File: src/rtl/scr1_rst_seq_pkg.sv
// -----------------------------------------------------------------------------
// scr1_rst_seq_pkg
// Shared types and helpers for the reset sequencer:
//   type_scr1_rst_seq_state_e : per-channel release state (HOLD, COUNT, RUN)
//   SCR1_RST_SEQ_SYNC_MIN     : minimum synchronizer depth
//   scr1_rst_seq_cnt_w()      : width of the release-delay counter
// -----------------------------------------------------------------------------
package scr1_rst_seq_pkg;

   typedef enum logic [1:0] {
      HOLD  = 2'd0,
      COUNT = 2'd1,
      RUN   = 2'd2
   } type_scr1_rst_seq_state_e;

   localparam int SCR1_RST_SEQ_SYNC_MIN = 2;

   // Counter must hold 0..RELEASE_DLY-1; keep at least one bit so a zero
   // delay still yields a legal vector.
   function automatic int scr1_rst_seq_cnt_w(input int dly);
      int w;
      w = $clog2(dly + 1);
      return (w < 1) ? 1 : w;
   endfunction

endpackage

File: src/rtl/scr1_rst_sync_cell.sv
// -----------------------------------------------------------------------------
// scr1_rst_sync_cell
// One reset-request synchronizer: din passes through SYNC_STAGES flops,
// all cleared asynchronously by rst_n, so a rising din shows up on dout
// SYNC_STAGES clk edges later.
// Ports:
//   clk   : core clock
//   rst_n : asynchronous active-low reset, clears the chain
//   din   : asynchronous request input
//   dout  : synchronized request
// -----------------------------------------------------------------------------
module scr1_rst_sync_cell
   import scr1_rst_seq_pkg::*;
#(
   parameter int SYNC_STAGES = SCR1_RST_SEQ_SYNC_MIN
) (
   input  logic clk,
   input  logic rst_n,
   input  logic din,
   output logic dout
);

   logic [SYNC_STAGES-1:0] chain;

   // NOTE: non-blocking assignments make every stage sample the previous
   // stage's old value, giving a true shift register rather than a wire.
   always_ff @(posedge clk or negedge rst_n) begin
      if (!rst_n) begin
         chain <= '0;
      end else begin
         chain <= {chain[SYNC_STAGES-2:0], din};
      end
   end

   assign dout = chain[SYNC_STAGES-1];

endmodule

File: src/rtl/scr1_reset_sequencer.sv
// -----------------------------------------------------------------------------
// scr1_reset_sequencer
// Multi-channel reset synchronizer and sequencer. Each channel synchronizes
// its request, then releases in strict order (channel 0 first) with a gap of
// RELEASE_DLY+1 cycles per channel. A channel dropping into reset pulls all
// higher channels after it, one cycle per step. test_mode drives the raw
// rst_n to every output while the FSMs keep running unseen.
// Ports:
//   clk          : core clock
//   rst_n        : asynchronous active-low reset, clears all state
//   test_mode    : 1 = every rst_n_dout bit follows rst_n
//   rst_n_din    : per-channel active-low reset requests (asynchronous)
//   rst_n_dout   : per-channel sequenced active-low resets
//   rst_n_status : per-channel release flags (1 = out of reset)
//   all_released : AND of all rst_n_status bits
// -----------------------------------------------------------------------------
module scr1_reset_sequencer
   import scr1_rst_seq_pkg::*;
#(
   parameter int N_CH        = 3,
   parameter int SYNC_STAGES = 2,
   parameter int RELEASE_DLY = 4
) (
   input  logic            clk,
   input  logic            rst_n,
   input  logic            test_mode,
   input  logic [N_CH-1:0] rst_n_din,
   output logic [N_CH-1:0] rst_n_dout,
   output logic [N_CH-1:0] rst_n_status,
   output logic            all_released
);

   localparam int               CNT_W      = scr1_rst_seq_cnt_w(RELEASE_DLY);
   localparam int               CNT_LAST_I = (RELEASE_DLY == 0) ? 0 : RELEASE_DLY - 1;
   localparam logic [CNT_W-1:0] CNT_LAST   = CNT_LAST_I[CNT_W-1:0];

   logic [N_CH-1:0] req_sync;
   logic [N_CH-1:0] run;

   for (genvar i = 0; i < N_CH; i++) begin : g_ch
      logic                     en;
      logic                     dout_bit;
      logic                     status_q;
      logic [CNT_W-1:0]         cnt_q;
      type_scr1_rst_seq_state_e state_q;

      scr1_rst_sync_cell #(
         .SYNC_STAGES (SYNC_STAGES)
      ) u_sync (
         .clk   (clk),
         .rst_n (rst_n),
         .din   (rst_n_din[i]),
         .dout  (req_sync[i])
      );

      // Cascade: a channel may only run while the one below it runs.
      if (i == 0) begin : g_first
         assign en = req_sync[i];
      end else begin : g_next
         assign en = req_sync[i] & run[i-1];
      end

      always_ff @(posedge clk or negedge rst_n) begin
         if (!rst_n) begin
            state_q <= HOLD;
            cnt_q   <= '0;
         end else begin
            unique case (state_q)
               HOLD: begin
                  if (en) begin
                     cnt_q <= '0;
                     if (RELEASE_DLY == 0) begin
                        state_q <= RUN;
                     end else begin
                        state_q <= COUNT;
                     end
                  end
               end
               COUNT: begin
                  // An aborted count restarts from zero on the next request.
                  if (!en) begin
                     state_q <= HOLD;
                     cnt_q   <= '0;
                  end else if (cnt_q == CNT_LAST) begin
                     state_q <= RUN;
                  end else begin
                     cnt_q <= cnt_q + CNT_W'(1);
                  end
               end
               RUN: begin
                  if (!en) begin
                     state_q <= HOLD;
                  end
               end
               default: begin
                  state_q <= HOLD;
                  cnt_q   <= '0;
               end
            endcase
         end
      end

      assign run[i]   = (state_q == RUN);
      assign dout_bit = rst_n_dout[i];

      // NOTE: the status flag is cleared asynchronously by its own output
      // reset, so it drops the moment the channel re-enters reset (including
      // through test_mode or rst_n) and rises one edge after release.
      always_ff @(posedge clk or negedge dout_bit) begin
         if (!dout_bit) begin
            status_q <= 1'b0;
         end else begin
            status_q <= 1'b1;
         end
      end

      assign rst_n_status[i] = status_q;
   end

   assign rst_n_dout   = test_mode ? {N_CH{rst_n}} : run;
   assign all_released = &rst_n_status;

endmodule

File: config.mk
export PLATFORM = sky130hd
export DESIGN_NAME = scr1_reset_sequencer
export DESIGN_NICKNAME = d
export VERILOG_FILES = /design/src/rtl/scr1_rst_seq_pkg.sv /design/src/rtl/scr1_rst_sync_cell.sv /design/src/rtl/scr1_reset_sequencer.sv
export SDC_FILE = /design/constraint.sdc
export NUM_CORES = 1
export LEC_CHECK = 0
export BUFFER_PORTS_ARGS = -buffer_cell sky130_fd_sc_hd__buf_2
export CAP_MARGIN = 0
export CORE_AREA = 2 2 51 53
export DETAILED_ROUTE_END_ITERATION = 8
export DIE_AREA = 0 0 53 55
export PLACE_DENSITY_LB_ADDON = 0.05
export SYNTH_ARGS = -nofsm -noshare
export SYNTH_HDL_FRONTEND = slang
export SYNTH_SLANG_ARGS = --single-unit
File: constraint.sdc
create_clock -name clk -period 1.2 [get_ports clk]
set_clock_uncertainty 0.2 [all_clocks]
set_input_delay 0.12 -clock clk [delete_from_list [all_inputs] [get_ports clk]]
set_output_delay 0.12 -clock clk [all_outputs]
set_load 0.02 [all_outputs]
======== Word-level counts from Yosys, hierarchy flattened ========
Cells that the tools add are included.
storage, ports and cells
  register bits ........................... 24
  bits of input ports ..................... 6
  output and inout bits ................... 7
cells by class
  add/subtract/negate cells ............... 3
  equality and inequality tests ........... 21
  muxes and demuxes ....................... 28
  bitwise logic cells ..................... 5
  reduce and logical (&&, ||, !) cells .... 10
operators by type and width
  cell                   number
  $mux W3                10
  $pmux W3 S3            3
  $mux W2                12
  $reduce_and A3 Y1      7
  $ne A3 B3 Y1 const B   6
  $pmux W2 S3            3
  $ne A2 B2 Y1 const B   5
  $add A3 B1 Y3 const B  3
  $eq A3 B2 Y1 const B   3
  $eq A2 B1 Y1 const B   3
  $eq A2 B2 Y1 const B   3
  $logic_not A2 Y1       3
  $not A1 Y1             3
  $and A1 B1 Y1          2
  $ne A2 B1 Y1 const B   1

======== Logic depth before layout (Yosys ltp) ========
Gate-level depths: netlist of the first run.
  depth in word-level cells ............... 4
  gate-level depth with buffers ........... 5
  depth with buffers taken out ............ 5

======== Hierarchy ========
Synthesis of the first run repeated with hierarchy kept, for this count alone.
second synthesis, totals
  cells, all modules ...................... 100
  area total of the unflattened synthesis .. 1,122.3 sq um
modules (own cells, without submodules)
  module                instances  cells each  area each (sq um)
  scr1_reset_sequencer  1          94          972.2
  scr1_rst_sync_cell    3          2           50.0

======== Least setup slack after synthesis of the first run ========
No wires, ideal clock.
  path type ............................... reg2out
  start ................................... reg g_ch[1].state_q[0]
  end ..................................... out rst_n_dout[1]
  data arrival time ....................... 1.216 ns
  required time ........................... 0.880 ns
  slack ................................... -0.336 ns
  cell stages (with the launch flop) ...... 4
  cells stage by stage .................... dfrtp_1 buf_2 nand2b_1 o21ai_0
on the way
  word-level cells in the longest chain between the ends .. 2
RTL lines
  what                      line                         source
  start: declaration        scr1_reset_sequencer.sv:45   type_scr1_rst_seq_state_e state_q;
  start signal: assignment  scr1_reset_sequencer.sv:65   state_q <= HOLD;
  start signal: assignment  scr1_reset_sequencer.sv:73   state_q <= RUN;
  start signal: assignment  scr1_reset_sequencer.sv:75   state_q <= COUNT;
  $eq A2 B2 Y1              scr1_reset_sequencer.sv:103  assign run[i] = (state_q == RUN);
  $mux W3                   scr1_reset_sequencer.sv:120  assign rst_n_dout = test_mode ? {N_CH{rst_n}} : run;
  end: declaration          scr1_reset_sequencer.sv:28   output logic [N_CH-1:0] rst_n_dout,
Every way passes these cells.

======== Final worst setup path of the first run ========
  start ................................... reg g_ch[1].state_q[1]
  end ..................................... reg g_ch[1].cnt_q[0]
on the way
  word-level cells in the longest chain between the ends .. 3
  elaborated cells on any way between the ends .. 8
  classes of those cells .................. eq/ne (4); mux (1); bitwise (1); reduce/logical (2)
RTL lines
  what                                                         line                        source
  $eq A2 B1 Y1, or another cell as far along                   scr1_reset_sequencer.sv:68  unique case (state_q)
  $ne A3 B3 Y1 (no source line), or another cell as far along  --
  $reduce_and A3 Y1 (no source line)                           --
  end signal: assignment                                       scr1_reset_sequencer.sv:87  cnt_q <= cnt_q + CNT_W'(1);
  end: declaration                                             scr1_reset_sequencer.sv:44  logic [CNT_W-1:0] cnt_q;
Several ways; a longest one is shown, not always the timed one.
A chain may end at the register's enable or synchronous reset.

==> impl_metrics.csv, run 1 <==
group,metric,value,unit
die,die_y,55,µm
sta,hold_viol_final,24,
sta,fin_ws,-0.348,ns
setup_path,cp_max_fo,4,
sta,fin_setup_tns,-4.56,ns
synth,synth_warnings,0,
run_status,violations,"negative hold slack, negative setup slack",
die,core_area,2360,µm²
routing,routed_wl,2610,µm
setup_path,required,1.21,ns
routing,wl_per_cell,14.7,µm
die,io_pins,13,
routing,post-route-drc-count,0,
routing,dr.pass1.iters,4,
power_and_ir_drop,power.leakage,0.000816,µW
routing,viasPerCell,5.15,
sta,timing_max_transition_violations_final,0,
sta,rsz0062_at_grt,"yes",
synth,yosysUniqueCellTypes,29,
setup_path,startpoint,"g_ch[1].state_q[1]",
sta,fin_crit,1.55,ns
clock_network,cts_htree_levels,1,
synth,syn_inst,101,
sta,timing.fmax,646,MHz
sta,timing.hold.ws,-0.428,ns
setup_path,endpoint_kind,"flip-flop",
place,hpwl,1570,µm
grt,grt_pass1_wl,3980,µm
final_layout,post_route_cells_drive_above_1_share,59.2,%
setup_path,rr_startpoint,"g_ch[1].state_q[1]",
flow_run,maxCapViolations,0,
synth,ys_ff_latch,24,
setup_path,reg2reg_depth,4,
synth,synthDominantCellAreaShare,52.6,%
grt,grtUsageTotal,19.1,%
final_layout,antenna_cells,0,
grt,grt_max_degree,22,
die,dieArea,2920,µm²
place,post-place-ws,-0.321,ns
clock_network,clock_sinks,24,
grt,grt_pass1_vias,950,
die,start_util,48.3,%
sta,setup_viol,19,
final_layout,nNetsFinal,160,
routing,antenna_left,0,
setup_path,cp.arrival,1.56,ns
synth,synth_area,1140,µm²
place,port_buffers,12,
die,rows,18,
power_and_ir_drop,max-vdd-ir-drop,965,µV
min_path,min_path_type,"input port to asynchronous set/reset pin",
clock_network,hold_buffers,3,
clock_network,root_buffer,"clkbuf_4",
synth,synth_area_leaders,"dfrtp_1 (53%), ha_1 (6.6%), o21ai_0 (3.5%)",
setup_path,worstSetupStartpointType,"flip-flop",
grt,grt_remaining_overflow,0,
place,gp_congestion,0.730,
run_status,status,"finished, violations left",
clock_network,cts_tree,"yes",
final_layout,areaGrowthSynthToFinish,57.5,%
synth,synth_top_cell_by_area,"dfrtp_1",
synth,avgSynthCellArea,11.3,µm²
clock_network,clock_path_buffers,2,
routing,via_count,912,
clock_network,cts_inserted_buffers,3,
die,die_w,53,µm
sta,timing.final.crit_share,129,%
grt,antenna_found_initial,0,
synth,ys_seq_area_share,52.6,%
clock_network,clock_latency,0.31,ns
setup_path,critical_path_class,"flip-flop to flip-flop",
clock_network,clk_pin_slew,0.13,ns
power_and_ir_drop,power_density,811,nW/µm²
routing,drtIter0Drc,7,
## stage by stage
| step | utilization, % | total power [µW] | area (µm²) | std cells |
|---|---|---|---|---|
| floorplan | - | 938 | 1220 | 103 |
| global placement | 60.4 | 990 | 1430 | 160 |
| detailed placement | 60.4 | 995 | 1430 | 160 |
| CTS | 71.2 | 1470 | 1680 | 177 |
| global route | 76.1 | 1540 | 1800 | 177 |
| finish | 76.1 | 1460 | 1800 | 177 |
## where the power goes
group | internal [µW] | switching, µW | leakage (µW)
Clock | 185 | 242 | 0.0000210
Sequential | 834 | 17.3 | 0.000311
Combinational | 96.1 | 85.4 | 0.000484
Total | 1120 | 345 | 0.000816
## synthesized netlist by cell type (all sizes together)
| cell type | n |
|---|---|
| xor2 | 1 |
| ha | 6 |
| nand2 | 9 |
| nand4bb | 2 |
| and4b | 2 |
| o311ai | 2 |
| and3 | 1 |
| nor2 | 2 |
| and4bb | 2 |
| o22ai | 3 |
| nand3 | 4 |
| and2 | 1 |
| dfrtp | 24 |
| conb | 1 |
| mux2 | 3 |
| o21ai | 8 |
| inv | 7 |
| nand3b | 1 |
| o31ai | 2 |
| a21oi | 3 |
| nand2b | 6 |
| o2111ai | 2 |
| mux2i | 1 |
| or3 | 2 |
| buf | 6 |
## what timing repair did
action	in CTS	in global routing
endpoints found under the setup margin	19	22
buffers inserted	10	0
resized for setup	32	23
endpoints found under the hold margin	27	24
pin swaps	11	8
## logic make-up (layout without fill, tap and decap cells)
logic type               after synthesis  after routing  synth area share, %
XOR/XNOR                               1              1                0.767
AO/OA/AOI/OAI                         20             20                 10.8
buffers and inverters                 13             57                 6.13
AND/OR/NAND/NOR                       32             32                 18.9
flip-flops                            24             24                 52.6
other                                  1              3                0.328
adder cells (fa/ha/maj)                6              6                 6.57
multiplexers                           4              4                 3.83
## per-layer routing
metal / up-vias / wire length [µm] / GRT usage (%)
met3: 2 / 42 / 3.23
li1: 448 / - / -
met2: 12 / 1400 / 35.6
met1: 450 / 1150 / 22.9
met5: - / 0 / 0
met4: 0 / 13 / 5.13
## placed cells by master (no fill, tap or decap), types with 3 or more instances in the layout
cell           instances
nand2b_1               3
conb_1                 3
nand2_1                7
dlygate4sd3_1          3
nand2b_4               3
inv_1                  6
dfrtp_1               23
ha_4                   4
buf_2                  5
buf_6                 14
o21ai_2                3
buf_4                 24
o21ai_4                3
clkbuf_4               3
## state kept, by name, indices dropped and copies added (netlist names)
name,count
g_ch.cnt_q,9
g_ch.state_q,6
g_ch.status_q,3
g_ch.u_sync.chain,6
## path summary, 6_finish.rpt
check / endpoint / slack (ns)
max: g_ch[1].cnt_q[0] / -0.35
min: g_ch[2].state_q[1] / -0.43
max reg2reg: g_ch[1].cnt_q[0] / -0.35
min reg2reg: g_ch[1].u_sync.chain[1] / 0.16
max in group asynchronous: g_ch[2].status_q / 0.40
min in group clk: g_ch[1].u_sync.chain[1] / 0.16
## cell type report
| cell class | instances | area (µm²) |
|---|---|---|
| Tap cell | 30 | 37.5 |
| Inverter | 7 | 26.3 |
| Fill cell | 152 | 566 |
| Multi-Input combinational cell | 66 | 704 |
| Clock buffer | 4 | 36.3 |
| Sequential cell | 24 | 602 |
| Timing Repair Buffer | 46 | 393 |
## worst max-delay path, stage by stage (launching register included)
cell	delay [ns]
dfrtp_1	0.42
buf_4	0.15
nand4bb_4	0.22
or3_4	0.39
o311ai_4	0.08
Power figures use the tool's default switching activity.
==> run 2: changes to the inputs <==
==> constraint.sdc (replaced) <==
create_clock -name clk -period 1.75 [get_ports clk]
set_clock_uncertainty 0.2 [all_clocks]
set_input_delay 0.175 -clock clk [delete_from_list [all_inputs] [get_ports clk]]
set_output_delay 0.175 -clock clk [all_outputs]
set_load 0.02 [all_outputs]
==> run 2 against run 1 <==
Compared with the run above: the run now ends clean; register-to-register slack better by 0.45 ns; first-iteration DRC count is 100% higher; fmax is 6.0% lower; power is 35% lower; setup slack better by 0.45 ns; combinational power is 55% lower; wire length is 26% lower; critical endpoint is now g_ch[0].cnt_q[2]; largest cell class is now registers.
==> impl_metrics.csv, run 2 (synthesized netlist as in run 1, its figures left out) <==
group,metric,value,unit
run_status,status,"complete, no violations",
final_layout,antenna_cells,0,
routing,wl_per_cell,12.5,µm
flow_run,maxCapViolations,0,
final_layout,layout.cells.non_filler,153,
routing,via_count,806,
final_layout,multiInputGateArea,489,µm²
final_layout,final_common_cell,"dfrtp_1",
grt,grt_remaining_overflow,0,
final_layout,largest_register,"g_ch.cnt_q",
grt,grt_max_degree,22,
final_layout,reg_top3,"g_ch.cnt_q x9, g_ch.state_q x6, g_ch.u_sync.chain x6",
power_and_ir_drop,power.leakage,0.000624,µW
sta,fin_setup_tns,0,ns
sta,setup_viol,0,
final_layout,largest_reg_flops,9,
grt,grtUsageTotal,15.6,%
place,placed_cells,142,
final_layout,seqCellArea,603,µm²
die,core_area,2360,µm²
sta,fin_crit,1.65,ns
setup_path,required,1.78,ns
die,rows,18,
place,hpwl,1400,µm
final_layout,post_route_cells_drive_above_1_share,26.0,%
routing,post-route-drc-count,0,
sta,timing.fmax,607,MHz
setup_path,reg2reg_depth,4,
setup_path,rr_startpoint,"g_ch[0].cnt_q[0]",
final_layout,nNetsFinal,136,
grt,antenna_found_initial,0,
setup_path,worstSetupStartpointType,"flip-flop",
routing,antenna_left,0,
power_and_ir_drop,power_density,708,nW/µm²
setup_path,endpoint_kind,"flip-flop",
sta,timing_max_transition_violations_final,0,
sta,rsz0062_at_grt,"no",
routing,viasPerCell,5.27,
clock_network,cts_inserted_buffers,3,
clock_network,root_buffer,"clkbuf_4",
clock_network,clk_pin_slew,0.12,ns
final_layout,final_cell_mix,"dfrtp_1 (22), buf_2 (12), nand2_1 (9), inv_1 (7)",
clock_network,clock_path_buffers,2,
clock_network,cts_htree_levels,1,
grt,grt_pass1_wl,3240,µm
final_layout,fillCellCount,230,
setup_path,critical_path_class,"flip-flop to flip-flop",
place,port_buffers,12,
sta,fin_ws,0.103,ns
die,die_w,53,µm
power_and_ir_drop,max-vdd-ir-drop,373,µV
grt,grt_pass1_vias,783,
power_and_ir_drop,power,951,µW
routing,routed_wl,1920,µm
clock_network,clock_sinks,24,
setup_path,cp.arrival,1.68,ns
clock_network,cts_tree,"yes",
place,gp_congestion,0.716,
setup_path,r2r_end,"g_ch[0].cnt_q[2]",
setup_path,cp_max_fo,5,
sta,timing.final.crit_share,94.1,%
die,die_y,55,µm
setup_path,rrSetupSlack,0.10,ns
clock_network,clock_latency,0.31,ns
die,io_pins,13,
die,dieArea,2920,µm²
sta,hold_viol_final,0,
min_path,min_path_type,"input port to asynchronous set/reset pin",
final_layout,areaGrowthSynthToFinish,17.5,%
die,start_util,48.3,%
routing,dr.pass1.iters,4,
place,post-place-ws,0.118,ns
routing,drtIter0Drc,14,
==> run 2: changes by cell type in the layout (fill, tap and decap cells not counted), sizes merged <==
| cell | before | now |
|---|---|---|
| buf | 43 | 16 |
| dlygate4sd3 | 3 | 6 |
==> run 2: layout make-up <==
| cell class | count | area share [%] |
|---|---|---|
| flip-flops and latches | 24 | 44.9 |
| clock buffers | 4 | 2.70 |
| well taps | 30 | 2.80 |
| repair buffers | 22 | 11.2 |
| inverters | 7 | 1.96 |
| multi-input cells | 66 | 36.4 |
==> run 2: worst max path at each step <==
stage / start / end / slack [ns] / cells after the start
after floorplan: g_ch[1].state_q[0] / rst_n_dout[1] / 0.16 / 3
after CTS: g_ch[1].state_q[0] / rst_n_dout[1] / 0.05 / 3
after detailed placement: g_ch[0].cnt_q[0] / g_ch[0].cnt_q[2] / 0.12 / 4
after global placement: g_ch[1].cnt_q[0] / g_ch[1].cnt_q[1] / 0.16 / 5
final: g_ch[0].cnt_q[0] / g_ch[0].cnt_q[2] / 0.10 / 4
after global routing: g_ch[1].state_q[0] / rst_n_dout[1] / 0.01 / 3
==> run 2: metrics by stage <==
| stage | hold slack, ns | util [%] | area [µm²] |
|---|---|---|---|
| after floorplan | -0.321 | - | 1150 |
| after global placement | -0.0991 | 51.9 | 1230 |
| after detailed placement | -0.0891 | 51.9 | 1230 |
| after CTS | 0.115 | 56.0 | 1330 |
| after global routing | 0.145 | 56.8 | 1340 |
| final | 0.126 | 56.8 | 1340 |
==> run 2: power by group <==
group	switching (µW)	internal (µW)	total [µW]
clock	159	127	286
sequential	11.3	572	583
combinational	45.0	37.1	82.2
==> run 2: timing repair <==
action	4_1_cts	5_1_grt
endpoints found under the hold margin	27	0
resized for setup	5	3
setup endpoints to repair	3	4
gates cloned	0	0
buffers inserted	0	1
hold buffers	6	0
==> run 2: critical path, cell delays in order, from the launching register on <==
cell     delay, ns
dfrtp_1       0.41
ha_1          0.18
ha_1          0.27
mux2_2        0.36
o22ai_1       0.16
==> run 2: metal layers <==
layer	track usage, %	up-vias	part of all wire [%]
met5	0	-	0
met4	6.41	0	0.78
met3	3.23	2	3.6
met2	25.4	17	50
met1	20.3	389	45
li1	-	398	-
==> run 3: changes to the inputs <==
--- a/config.mk
+++ b/config.mk
@@ -5,11 +5,11 @@
 export SDC_FILE = /design/constraint.sdc
 export NUM_CORES = 1
 export LEC_CHECK = 0
-export BUFFER_PORTS_ARGS = -buffer_cell sky130_fd_sc_hd__buf_2
 export CAP_MARGIN = 0
 export CORE_AREA = 2 2 51 53
 export DETAILED_ROUTE_END_ITERATION = 8
 export DIE_AREA = 0 0 53 55
+export DONT_BUFFER_PORTS = 1
 export PLACE_DENSITY_LB_ADDON = 0.05
 export SYNTH_ARGS = -nofsm -noshare
 export SYNTH_HDL_FRONTEND = slang
==> run 3 against run 2 <==
Compared with the run above: clock-buffer cell count fell by 1; critical path type is now flip-flop to output port; cell count fell by 2.6%; sequential share of layout area is 0.19 points lower; critical endpoint is now rst_n_dout[2]; highest routed layer unchanged.
==> impl_metrics.csv, run 3 (synthesized netlist as in run 1, its figures left out) <==
group,metric,value,unit
final_layout,seqCellArea,606,µm²
final_layout,nNetsFinal,132,
setup_path,rr_startpoint,"g_ch[1].cnt_q[0]",
final_layout,final_util,57.2,%
clock_network,cts_htree_levels,1,
routing,wl_per_cell,13.5,µm
sta,maxSlewHeadroom,38.9,%
grt,grt_pass1_vias,748,
die,die_w,53,µm
grt,gr-usage-met3,3.23,%
sta,timing.fmax,605,MHz
die,start_util,48.3,%
setup_path,required,1.37,ns
place,hpwl,1280,µm
final_layout,reg_top3,"g_ch.cnt_q x9, g_ch.state_q x6, g_ch.u_sync.chain x6",
grt,grt_busiest_layer,"met2",
sta,fin_setup_tns,0,ns
clock_network,cts_inserted_buffers,3,
sta,fin_crit,1.65,ns
setup_path,reg2reg_depth,5,
setup_path,rrSetupSlack,0.1,ns
final_layout,antenna_cells,0,
sta,hold_viol_final,0,
routing,routed_wl,2010,µm
final_layout,layout.cells.non_filler,149,
final_layout,final_cell_mix,"dfrtp_1 (20), buf_4 (11), nand2_1 (9), o21ai_0 (8)",
grt,use_met1,19.6,%
grt,grt_max_degree,22,
clock_network,clock_path_buffers,2,
die,rows,18,
routing,antenna_left,0,
clock_network,cts_tree,"yes",
power_and_ir_drop,max-vdd-ir-drop,611,µV
clock_network,clk_pin_slew,0.14,ns
sta,rsz0062_at_grt,"no",
min_path,min_path_type,"input port to asynchronous set/reset pin",
die,die_y,55,µm
die,dieArea,2920,µm²
final_layout,largest_register,"g_ch.cnt_q",
grt,grt_remaining_overflow,0,
clock_network,clock_sinks,24,
final_layout,multiInputGateArea,479,µm²
power_and_ir_drop,power.leakage,0.000615,µW
final_layout,areaGrowthSynthToFinish,18.5,%
grt,met2_usage,25.0,%
setup_path,r2r_end,"g_ch[1].cnt_q[0]",
final_layout,largest_reg_flops,9,
setup_path,critical_path_class,"flip-flop to output port",
sta,timing_max_transition_violations_final,0,
place,port_buffers,0,
routing,post-route-drc-count,0,
grt,antenna_found_initial,0,
grt,grtUsageTotal,15.2,%
power_and_ir_drop,power_density,783,nW/µm²
clock_network,clock_latency,0.31,ns
setup_path,cp_max_fo,4,
setup_path,cp.arrival,1.28,ns
final_layout,final_common_cell,"dfrtp_1",
die,core_area,2360,µm²
sta,tightest_slew,0.913,ns
setup_path,cp-endpoint,"rst_n_dout[2]",
run_status,status,"complete, no violations",
final_layout,post_route_cells_drive_above_1_share,21.8,%
routing,via_count,799,
routing,viasPerCell,5.36,
setup_path,startpoint,"g_ch[2].state_q[0]",
final_layout,fin_area,1350,µm²
clock_network,root_buffer,"clkbuf_4",
final_layout,fillCellCount,211,
setup_path,worstSetupStartpointType,"flip-flop",
place,gp_congestion,0.694,
routing,drtIter0Drc,13,
routing,dr.pass1.iters,5,
place,dpl_cell_area,1170,µm²
die,io_pins,13,
flow_run,maxCapViolations,0,
grt,grt_pass1_wl,3160,µm
sta,timing.final.crit_share,94.5,%
sta,setup_viol,0,
place,placed_cells,130,
setup_path,endpoint_kind,"output port",
-- run 3: cell types whose count changed in the layout (fill, tap and decap cells not counted), sizes merged --
cell | previous run | this run
buf | 16 | 11
bufinv | 0 | 1
clkbuf | 4 | 3
dlygate4sd3 | 6 | 7
-- run 3: power by group --
group          switching (µW)  total (µW)  internal, µW
registers                16.3         588           572
clock network             171         402           231
logic                    35.8        69.4          33.6
-- run 3: cell type report --
class | count | area share [%]
Clock inverter | 1 | 2.22
Clock buffer | 3 | 1.66
Timing Repair Buffer | 18 | 11.3
Multi-Input combinational cell | 66 | 35.4
Sequential cell | 24 | 44.7
Inverter | 7 | 1.94
Tap cell | 30 | 2.77
-- run 3: worst max-delay path, cell delays in order (launching register included) --
cell and delay [ns]:
dfrtp_2 0.45, nand2b_1 0.18, o21ai_0 0.16, buf_4 0.17
-- run 3: routing by layer --
metal | vias up | part of all wire, %
met5 | - | 0
met4 | 0 | 0.60
met2 | 23 | 49
met1 | 384 | 46
met3 | 2 | 4.4
li1 | 390 | -
-- run 3: per-stage QoR --
| stage | power (µW) | hold slack [ns] | setup WS (ns) |
|---|---|---|---|
| 3_3_place_gp | 641 | -0.320 | 0.154 |
| 4_1_cts | 1070 | 0.119 | 0.0121 |
| 3_5_place_dp | 643 | -0.320 | 0.122 |
| 6_report | 1060 | 0.130 | 0.0964 |
| 5_1_grt | 1100 | 0.150 | 0.0105 |
| 2_1_floorplan | 637 | -0.321 | 0.159 |
-- run 3: how the worst min path moves through the flow --
stage                  endpoint  cells past startpoint      start
3_5_place_dp   g_ch[1].cnt_q[2]                      0      rst_n
3_3_place_gp   g_ch[1].cnt_q[2]                      0      rst_n
5_1_grt        g_ch[2].status_q                      3  test_mode
4_1_cts        g_ch[0].status_q                      4      rst_n
2_1_floorplan  g_ch[0].cnt_q[0]                      0      rst_n
6_report       g_ch[0].status_q                      4      rst_n
-- run 3: what timing repair did --
item / 4_1_cts / 5_1_grt
endpoints found under the setup margin: 1 / 3
endpoints found under the hold margin: 27 / 0
setup buffers: 0 / 8
gates resized for setup: 1 / 3
hold buffers: 7 / 0
cloned: 0 / 0
pin swaps: 0 / 0
